**src/rtl/rpn_stack_sequencer_if.sv**
```systemverilog
// Command, stack RAM, operand-load and status signals between the RPN sequencer and its neighbours.
// slave is the sequencer side; master is the front end plus datapath side.
interface rpn_stack_sequencer_if #(
    parameter int DATA_W = 8,
    parameter int ADDR_W = 8
);
    logic              cmd_valid;
    logic              cmd_ready;
    logic [3:0]        cmd_op;
    logic [DATA_W-1:0] cmd_data;
    logic [ADDR_W-1:0] mem_addr;
    logic              mem_wren;
    logic [DATA_W-1:0] mem_wdata;
    logic [DATA_W-1:0] mem_rdata;
    logic              b_en;
    logic              a_en;
    logic [2:0]        alu_op;
    logic [DATA_W-1:0] alu_result;
    logic [ADDR_W:0]   sp;
    logic [DATA_W-1:0] top;
    logic              done;
    logic              err_overflow;
    logic              err_underflow;

    modport slave (
        input  cmd_valid, cmd_op, cmd_data, mem_rdata, alu_result,
        output cmd_ready, mem_addr, mem_wren, mem_wdata, b_en, a_en, alu_op,
               sp, top, done, err_overflow, err_underflow
    );

    modport master (
        output cmd_valid, cmd_op, cmd_data, mem_rdata, alu_result,
        input  cmd_ready, mem_addr, mem_wren, mem_wdata, b_en, a_en, alu_op,
               sp, top, done, err_overflow, err_underflow
    );
endinterface

```
**src/rtl/rpn_stack_sequencer.sv**
```systemverilog
// Command sequencer for the RPN stack datapath: owns sp, drives stack RAM, A/B loads and ALU op.
// Latency 1-6 cycles per command (done pulses on return to IDLE); cmd_ready is low while busy, no queueing.
module rpn_stack_sequencer #(
    parameter int DATA_W = 8,
    parameter int ADDR_W = 8,
    parameter int DEPTH  = 256
) (
    input  logic                 clk,
    input  logic                 rst,
    rpn_stack_sequencer_if.slave bus
);

    typedef enum logic [3:0] {
        IDLE, WR, RD_B, RD_A, LD_A, EXEC, WB, RD_TOP, LD_TOP
    } state_t;

    localparam logic [ADDR_W:0] DEPTH_SP = (ADDR_W+1)'(DEPTH);
    localparam logic [ADDR_W:0] SP_ONE   = (ADDR_W+1)'(1);
    localparam logic [ADDR_W:0] SP_TWO   = (ADDR_W+1)'(2);

    state_t            state;
    logic              accept;
    logic              is_push, is_pop, is_clear, is_bin;
    logic [ADDR_W:0]   sp_dec;
    logic [ADDR_W-1:0] addr_m1, addr_m2;

    assign bus.cmd_ready = (state == IDLE);
    assign accept        = bus.cmd_valid && (state == IDLE);

    assign is_push  = (bus.cmd_op == 4'b0000);
    assign is_pop   = (bus.cmd_op == 4'b0001);
    assign is_clear = (bus.cmd_op == 4'b0010);
    assign is_bin   = bus.cmd_op[3];

    assign sp_dec  = bus.sp - SP_ONE;
    assign addr_m1 = ADDR_W'(bus.sp - SP_ONE);
    assign addr_m2 = ADDR_W'(bus.sp - SP_TWO);

    always_ff @(posedge clk) begin
        if (rst) begin
            state             <= IDLE;
            bus.sp            <= '0;
            bus.top           <= DATA_W'(0);
            bus.mem_addr      <= '0;
            bus.mem_wren      <= 1'b0;
            bus.mem_wdata     <= DATA_W'(0);
            bus.a_en          <= 1'b0;
            bus.b_en          <= 1'b0;
            bus.alu_op        <= 3'b000;
            bus.done          <= 1'b0;
            bus.err_overflow  <= 1'b0;
            bus.err_underflow <= 1'b0;
        end else begin
            bus.done <= 1'b0;
            case (state)
                IDLE: begin
                    if (accept) begin
                        if (is_push) begin
                            if (bus.sp == DEPTH_SP) begin
                                bus.err_overflow <= 1'b1;
                                bus.done         <= 1'b1;
                            end else begin
                                state         <= WR;
                                bus.mem_addr  <= bus.sp[ADDR_W-1:0];
                                bus.mem_wdata <= bus.cmd_data;
                                bus.mem_wren  <= 1'b1;
                            end
                        end else if (is_pop) begin
                            if (bus.sp == '0) begin
                                bus.err_underflow <= 1'b1;
                                bus.done          <= 1'b1;
                            end else if (bus.sp == SP_ONE) begin
                                bus.sp   <= '0;
                                bus.top  <= DATA_W'(0);
                                bus.done <= 1'b1;
                            end else begin
                                // new top lives one below the current top
                                state        <= RD_TOP;
                                bus.mem_addr <= addr_m2;
                            end
                        end else if (is_clear) begin
                            bus.sp            <= '0;
                            bus.top           <= DATA_W'(0);
                            bus.err_overflow  <= 1'b0;
                            bus.err_underflow <= 1'b0;
                            bus.done          <= 1'b1;
                        end else if (is_bin) begin
                            if (bus.sp < SP_TWO) begin
                                bus.err_underflow <= 1'b1;
                                bus.done          <= 1'b1;
                            end else begin
                                state        <= RD_B;
                                bus.alu_op   <= bus.cmd_op[2:0];
                                bus.mem_addr <= addr_m1;
                            end
                        end else begin
                            bus.done <= 1'b1;
                        end
                    end
                end
                WR: begin
                    bus.mem_wren <= 1'b0;
                    bus.sp       <= bus.sp + SP_ONE;
                    bus.top      <= bus.mem_wdata;
                    bus.done     <= 1'b1;
                    state        <= IDLE;
                end
                RD_B: begin
                    bus.mem_addr <= addr_m2;
                    bus.b_en     <= 1'b1;
                    state        <= RD_A;
                end
                RD_A: begin
                    bus.b_en <= 1'b0;
                    bus.a_en <= 1'b1;
                    state    <= LD_A;
                end
                LD_A: begin
                    bus.a_en <= 1'b0;
                    state    <= EXEC;
                end
                EXEC: begin
                    // result overwrites A's slot, which becomes the new top
                    bus.mem_wdata <= bus.alu_result;
                    bus.mem_wren  <= 1'b1;
                    state         <= WB;
                end
                WB: begin
                    bus.mem_wren <= 1'b0;
                    bus.sp       <= sp_dec;
                    bus.top      <= bus.mem_wdata;
                    bus.done     <= 1'b1;
                    state        <= IDLE;
                end
                RD_TOP: begin
                    state <= LD_TOP;
                end
                LD_TOP: begin
                    bus.top  <= bus.mem_rdata;
                    bus.sp   <= sp_dec;
                    bus.done <= 1'b1;
                    state    <= IDLE;
                end
                default: begin
                    state <= IDLE;
                end
            endcase
        end
    end

endmodule

```
**src/flat_wrapper.sv**
```systemverilog
// flat-port wrapper written by rule: the top's interface ports become plain ports
module rpn_stack_sequencer_flat 
#(
    parameter int DATA_W = 8,
    parameter int ADDR_W = 8,
    parameter int DEPTH  = 256
)
  (clk, rst, bus_cmd_valid, bus_cmd_op, bus_cmd_data, bus_mem_rdata, bus_alu_result, bus_cmd_ready, bus_mem_addr, bus_mem_wren, bus_mem_wdata, bus_b_en, bus_a_en, bus_alu_op, bus_sp, bus_top, bus_done, bus_err_overflow, bus_err_underflow);
  rpn_stack_sequencer_if #(.DATA_W(DATA_W), .ADDR_W(ADDR_W)) bus_i ();
  input  logic clk;
  input  logic rst;
  input wire logic [$bits(bus_i.cmd_valid)-1:0] bus_cmd_valid;
  input wire logic [$bits(bus_i.cmd_op)-1:0] bus_cmd_op;
  input wire logic [$bits(bus_i.cmd_data)-1:0] bus_cmd_data;
  input wire logic [$bits(bus_i.mem_rdata)-1:0] bus_mem_rdata;
  input wire logic [$bits(bus_i.alu_result)-1:0] bus_alu_result;
  output wire logic [$bits(bus_i.cmd_ready)-1:0] bus_cmd_ready;
  output wire logic [$bits(bus_i.mem_addr)-1:0] bus_mem_addr;
  output wire logic [$bits(bus_i.mem_wren)-1:0] bus_mem_wren;
  output wire logic [$bits(bus_i.mem_wdata)-1:0] bus_mem_wdata;
  output wire logic [$bits(bus_i.b_en)-1:0] bus_b_en;
  output wire logic [$bits(bus_i.a_en)-1:0] bus_a_en;
  output wire logic [$bits(bus_i.alu_op)-1:0] bus_alu_op;
  output wire logic [$bits(bus_i.sp)-1:0] bus_sp;
  output wire logic [$bits(bus_i.top)-1:0] bus_top;
  output wire logic [$bits(bus_i.done)-1:0] bus_done;
  output wire logic [$bits(bus_i.err_overflow)-1:0] bus_err_overflow;
  output wire logic [$bits(bus_i.err_underflow)-1:0] bus_err_underflow;
  assign bus_i.cmd_valid = bus_cmd_valid;
  assign bus_i.cmd_op = bus_cmd_op;
  assign bus_i.cmd_data = bus_cmd_data;
  assign bus_i.mem_rdata = bus_mem_rdata;
  assign bus_i.alu_result = bus_alu_result;
  assign bus_cmd_ready = bus_i.cmd_ready;
  assign bus_mem_addr = bus_i.mem_addr;
  assign bus_mem_wren = bus_i.mem_wren;
  assign bus_mem_wdata = bus_i.mem_wdata;
  assign bus_b_en = bus_i.b_en;
  assign bus_a_en = bus_i.a_en;
  assign bus_alu_op = bus_i.alu_op;
  assign bus_sp = bus_i.sp;
  assign bus_top = bus_i.top;
  assign bus_done = bus_i.done;
  assign bus_err_overflow = bus_i.err_overflow;
  assign bus_err_underflow = bus_i.err_underflow;
  rpn_stack_sequencer #(.DATA_W(DATA_W), .ADDR_W(ADDR_W), .DEPTH(DEPTH)) u_core (.clk(clk), .rst(rst), .bus(bus_i));
endmodule
```
**config.mk**
```make
export PLATFORM = sky130hd
export DESIGN_NAME = rpn_stack_sequencer_flat
export DESIGN_NICKNAME = d
export VERILOG_FILES = /design/src/rtl/rpn_stack_sequencer_if.sv /design/src/rtl/rpn_stack_sequencer.sv /design/src/flat_wrapper.sv
export SDC_FILE = /design/constraint.sdc
export NUM_CORES = 1
export LEC_CHECK = 0
export CORE_MARGIN = 2
export CORE_UTILIZATION = 44
export DETAILED_ROUTE_END_ITERATION = 10
export PLACE_DENSITY = 0.83
export REMOVE_ABC_BUFFERS = 1
export SYNTH_ARGS = -nofsm -noshare
export SYNTH_HDL_FRONTEND = slang
export SYNTH_SLANG_ARGS = --single-unit
```
**constraint.sdc**
```tcl
create_clock -name clk -period 2.3 [get_ports clk]
set_input_delay 0.345 -clock clk [delete_from_list [all_inputs] [get_ports clk]]
set_output_delay 0.345 -clock clk [all_outputs]
set_load 0.02 [all_outputs]
```
==> results.txt <==
outcome: completed
Critical Path Fanout Max: 4
post-DP HPWL: 5.942 mm
Mean Syn Cell Area: 8.798 um2
Max Clock Freq: 460.6 MHz
DRC viols: 0
row count: 28
R2R cell count: 8
Via Count: 2896
Layout Skew: 2.571 ps
CTS tree: done
PD cells: 445.5 nW/um2
ys flop type: dfxtp_1
vias in the first global route: 2817
Seq/Total Area, Yosys: 33.33%
#FFs+latches synth: 46
share of cells above drive strength 1: 19.38%
hold_ws: 493.4 ps
GRT overflow: 0
Max VDD drop: 337.7 uV
Pleak: 1.458 nW
nets: 455
WS Path Type: reg2out
number of synthesized flops with an enable pin: 0
final period utilization: 94.39%
1st-iter DRT viols: 419
port bufs: 73
die area: 6929 um2
CP Capture Type: output port
antenna cells: 0
Initial Util: 46.12%
Die Height: 83.24 um
Pins Over Slew Limit: 0
fin cells: 493
number of setup buffers added after CTS: 0
main combinational cell family by area after synthesis: compound AO/OA/AOI/OAI gates
Area growth, synth to finish: 43.66%
Worst Tran Pin Value: 787.8 ps
DR vias/cell: 5.874
Die X: 83.24 um
Min-Delay Path Depth: 2
Util after Layout: 66.25%
Max H-tree Level: 2
mux contribution to synthesized area: 3.986%
commonest cells after routing, fill and taps aside: 72 x clkdlybuf4s50_1, 46 x dfxtp_1, 44 x buf_4
Yosys Warn Count: 0
Inserted Clock Buffers: 5
most common cell after layout, fill and taps aside: clkdlybuf4s50_1
CORE AREA: 5991 um2
largest net degree at the start of global routing: 33
Final Hold Viols: 0
1st-pass router iterations: 7
Hold Crit Class: reg2reg
hold_buf cts: 0
Synth Area in Simple Gates: 24.91%
IO Pins: 74
RSZ-0062 raised after global routing: false
post_cts resized: 0
Worst-Skew Late Latency: 300 ps
minimum clock period: 2171 ps
Root Buffer Master: clkbuf_8
Placer Congestion: 0.9025
XOR/XNOR share of the synthesized area: 3.170%
MaxCap Viol Count: 0
Routed Antenna Nets: 0
GR Util All Layers: 23.52%
compound-gate portion of the synthesized area: 26.13%
Placed Cells incl. Taps: 485
Post-Syn Area: 2763 um2
clock sink count: 46
max_slew headroom: 46.92%
Worst-path clk slew: 80 ps
first-pass GRT wire length: 13.55 mm
Worst EP arrival: 1830 ps
Avg WL per Cell: 16.68 um
clock buffer depth: 2
post-synthesis cell count: 314
DRT Wirelength: 8.224 mm
critical path data required time: 1960 ps
fillers: 465
crit path launch type: flop
# setup viols final: 0
initial antenna violation count: 0
adder-cell share of the synthesized area: 3.170%
Netlist cell types: 66
total power: 1.768 mW
ys async rst share: 0%
cell usage after synthesis, types with 5 or more instances:
cell type | number | area [um2]
o21ai_0 | 6 | 30.03
a222oi_1 | 9 | 90.09
ha_1 | 7 | 87.58
buf_2 | 9 | 45.04
a21oi_1 | 18 | 90.09
nand2_1 | 20 | 75.07
a31oi_1 | 5 | 31.28
inv_1 | 6 | 22.52
xnor2_1 | 10 | 87.58
mux2i_1 | 11 | 110.1
clkbuf_1 | 9 | 33.78
nor3_1 | 7 | 35.03
nor2_1 | 42 | 157.7
a211oi_1 | 12 | 90.09
dfxtp_1 | 46 | 920.9
a211oi_2 | 8 | 100.1
layout make-up:
| cell class | instances | area [um2] | area share (%) |
|---|---|---|---|
| multi-input combinational | 237 | 1702 | 42.88 |
| timing repair buffer | 120 | 1116 | 28.12 |
| sequential | 46 | 920.9 | 23.20 |
| tap | 75 | 93.84 | 2.364 |
| clock buffer | 6 | 72.57 | 1.828 |
| clock inverter | 2 | 37.54 | 0.9458 |
| inverter | 7 | 26.28 | 0.6620 |
worst max-delay path: stages (launching register included):
cell and delay (ps):
dfxtp_1 370, nor4_2 380, buf_4 180, clkdlybuf4s50_1 590
registers in the layout, summed over array words and instances, names as in the netlist:
register,count
u_core.bus.sp,9
u_core.bus.mem_addr,8
u_core.bus.mem_wdata,8
u_core.bus.top,8
u_core.state,4
u_core.bus.alu_op,3
u_core.bus.a_en,1
u_core.bus.b_en,1
u_core.bus.done,1
u_core.bus.err_overflow,1
u_core.bus.err_underflow,1
u_core.bus.mem_wren,1
per-layer routing:
layer | GRT usage [%] | up-vias | part of all wire [%]
met1 | 29.21 | 1353 | 43
met5 | 0 | - | 0
met4 | 7.303 | 0 | 1.4
li1 | - | 1387 | -
met2 | 41.42 | 142 | 49
met3 | 3.877 | 14 | 6.5
report_power, final:
group	switching, mW	leakage [nW]	internal [mW]
clock	0.268	0.0514	0.324
combinational	0.162	1.03	0.178
sequential	0.0155	0.373	0.821
total	0.445	1.46	1.32
through the flow:
| stage | setup slack, ps | setup TNS, ps | instance area (um2) |
|---|---|---|---|
| floorplan | -567.4 | -5549 | 2643 |
| global placement | -9.604 | -16.47 | 3859 |
| detailed placement | -60.01 | -132.0 | 3859 |
| CTS | 106.3 | 0 | 3969 |
| global route | 52.53 | 0 | 3969 |
| finish | 129.0 | 0 | 3969 |
kinds of logic after synthesis:
| group | after synthesis |
|---|---|
| mux | 11 |
| fa+ha+maj | 7 |
| compound gates | 88 |
| xor+xnor | 10 |
| simple gates | 121 |
| buf+inv | 31 |
| flops | 46 |
final timing paths:
check / start / end / slack [ps]
worst max-delay path: u_core.state[3] / bus_cmd_ready / 130
worst min-delay path: u_core.bus.b_en / u_core.bus.b_en / 490
worst max register to register: u_core.bus.sp[2] / u_core.bus.mem_addr[1] / 130
worst min register to register: u_core.bus.b_en / u_core.bus.b_en / 490
No activity file was read; power rests on OpenSTA's default activity.
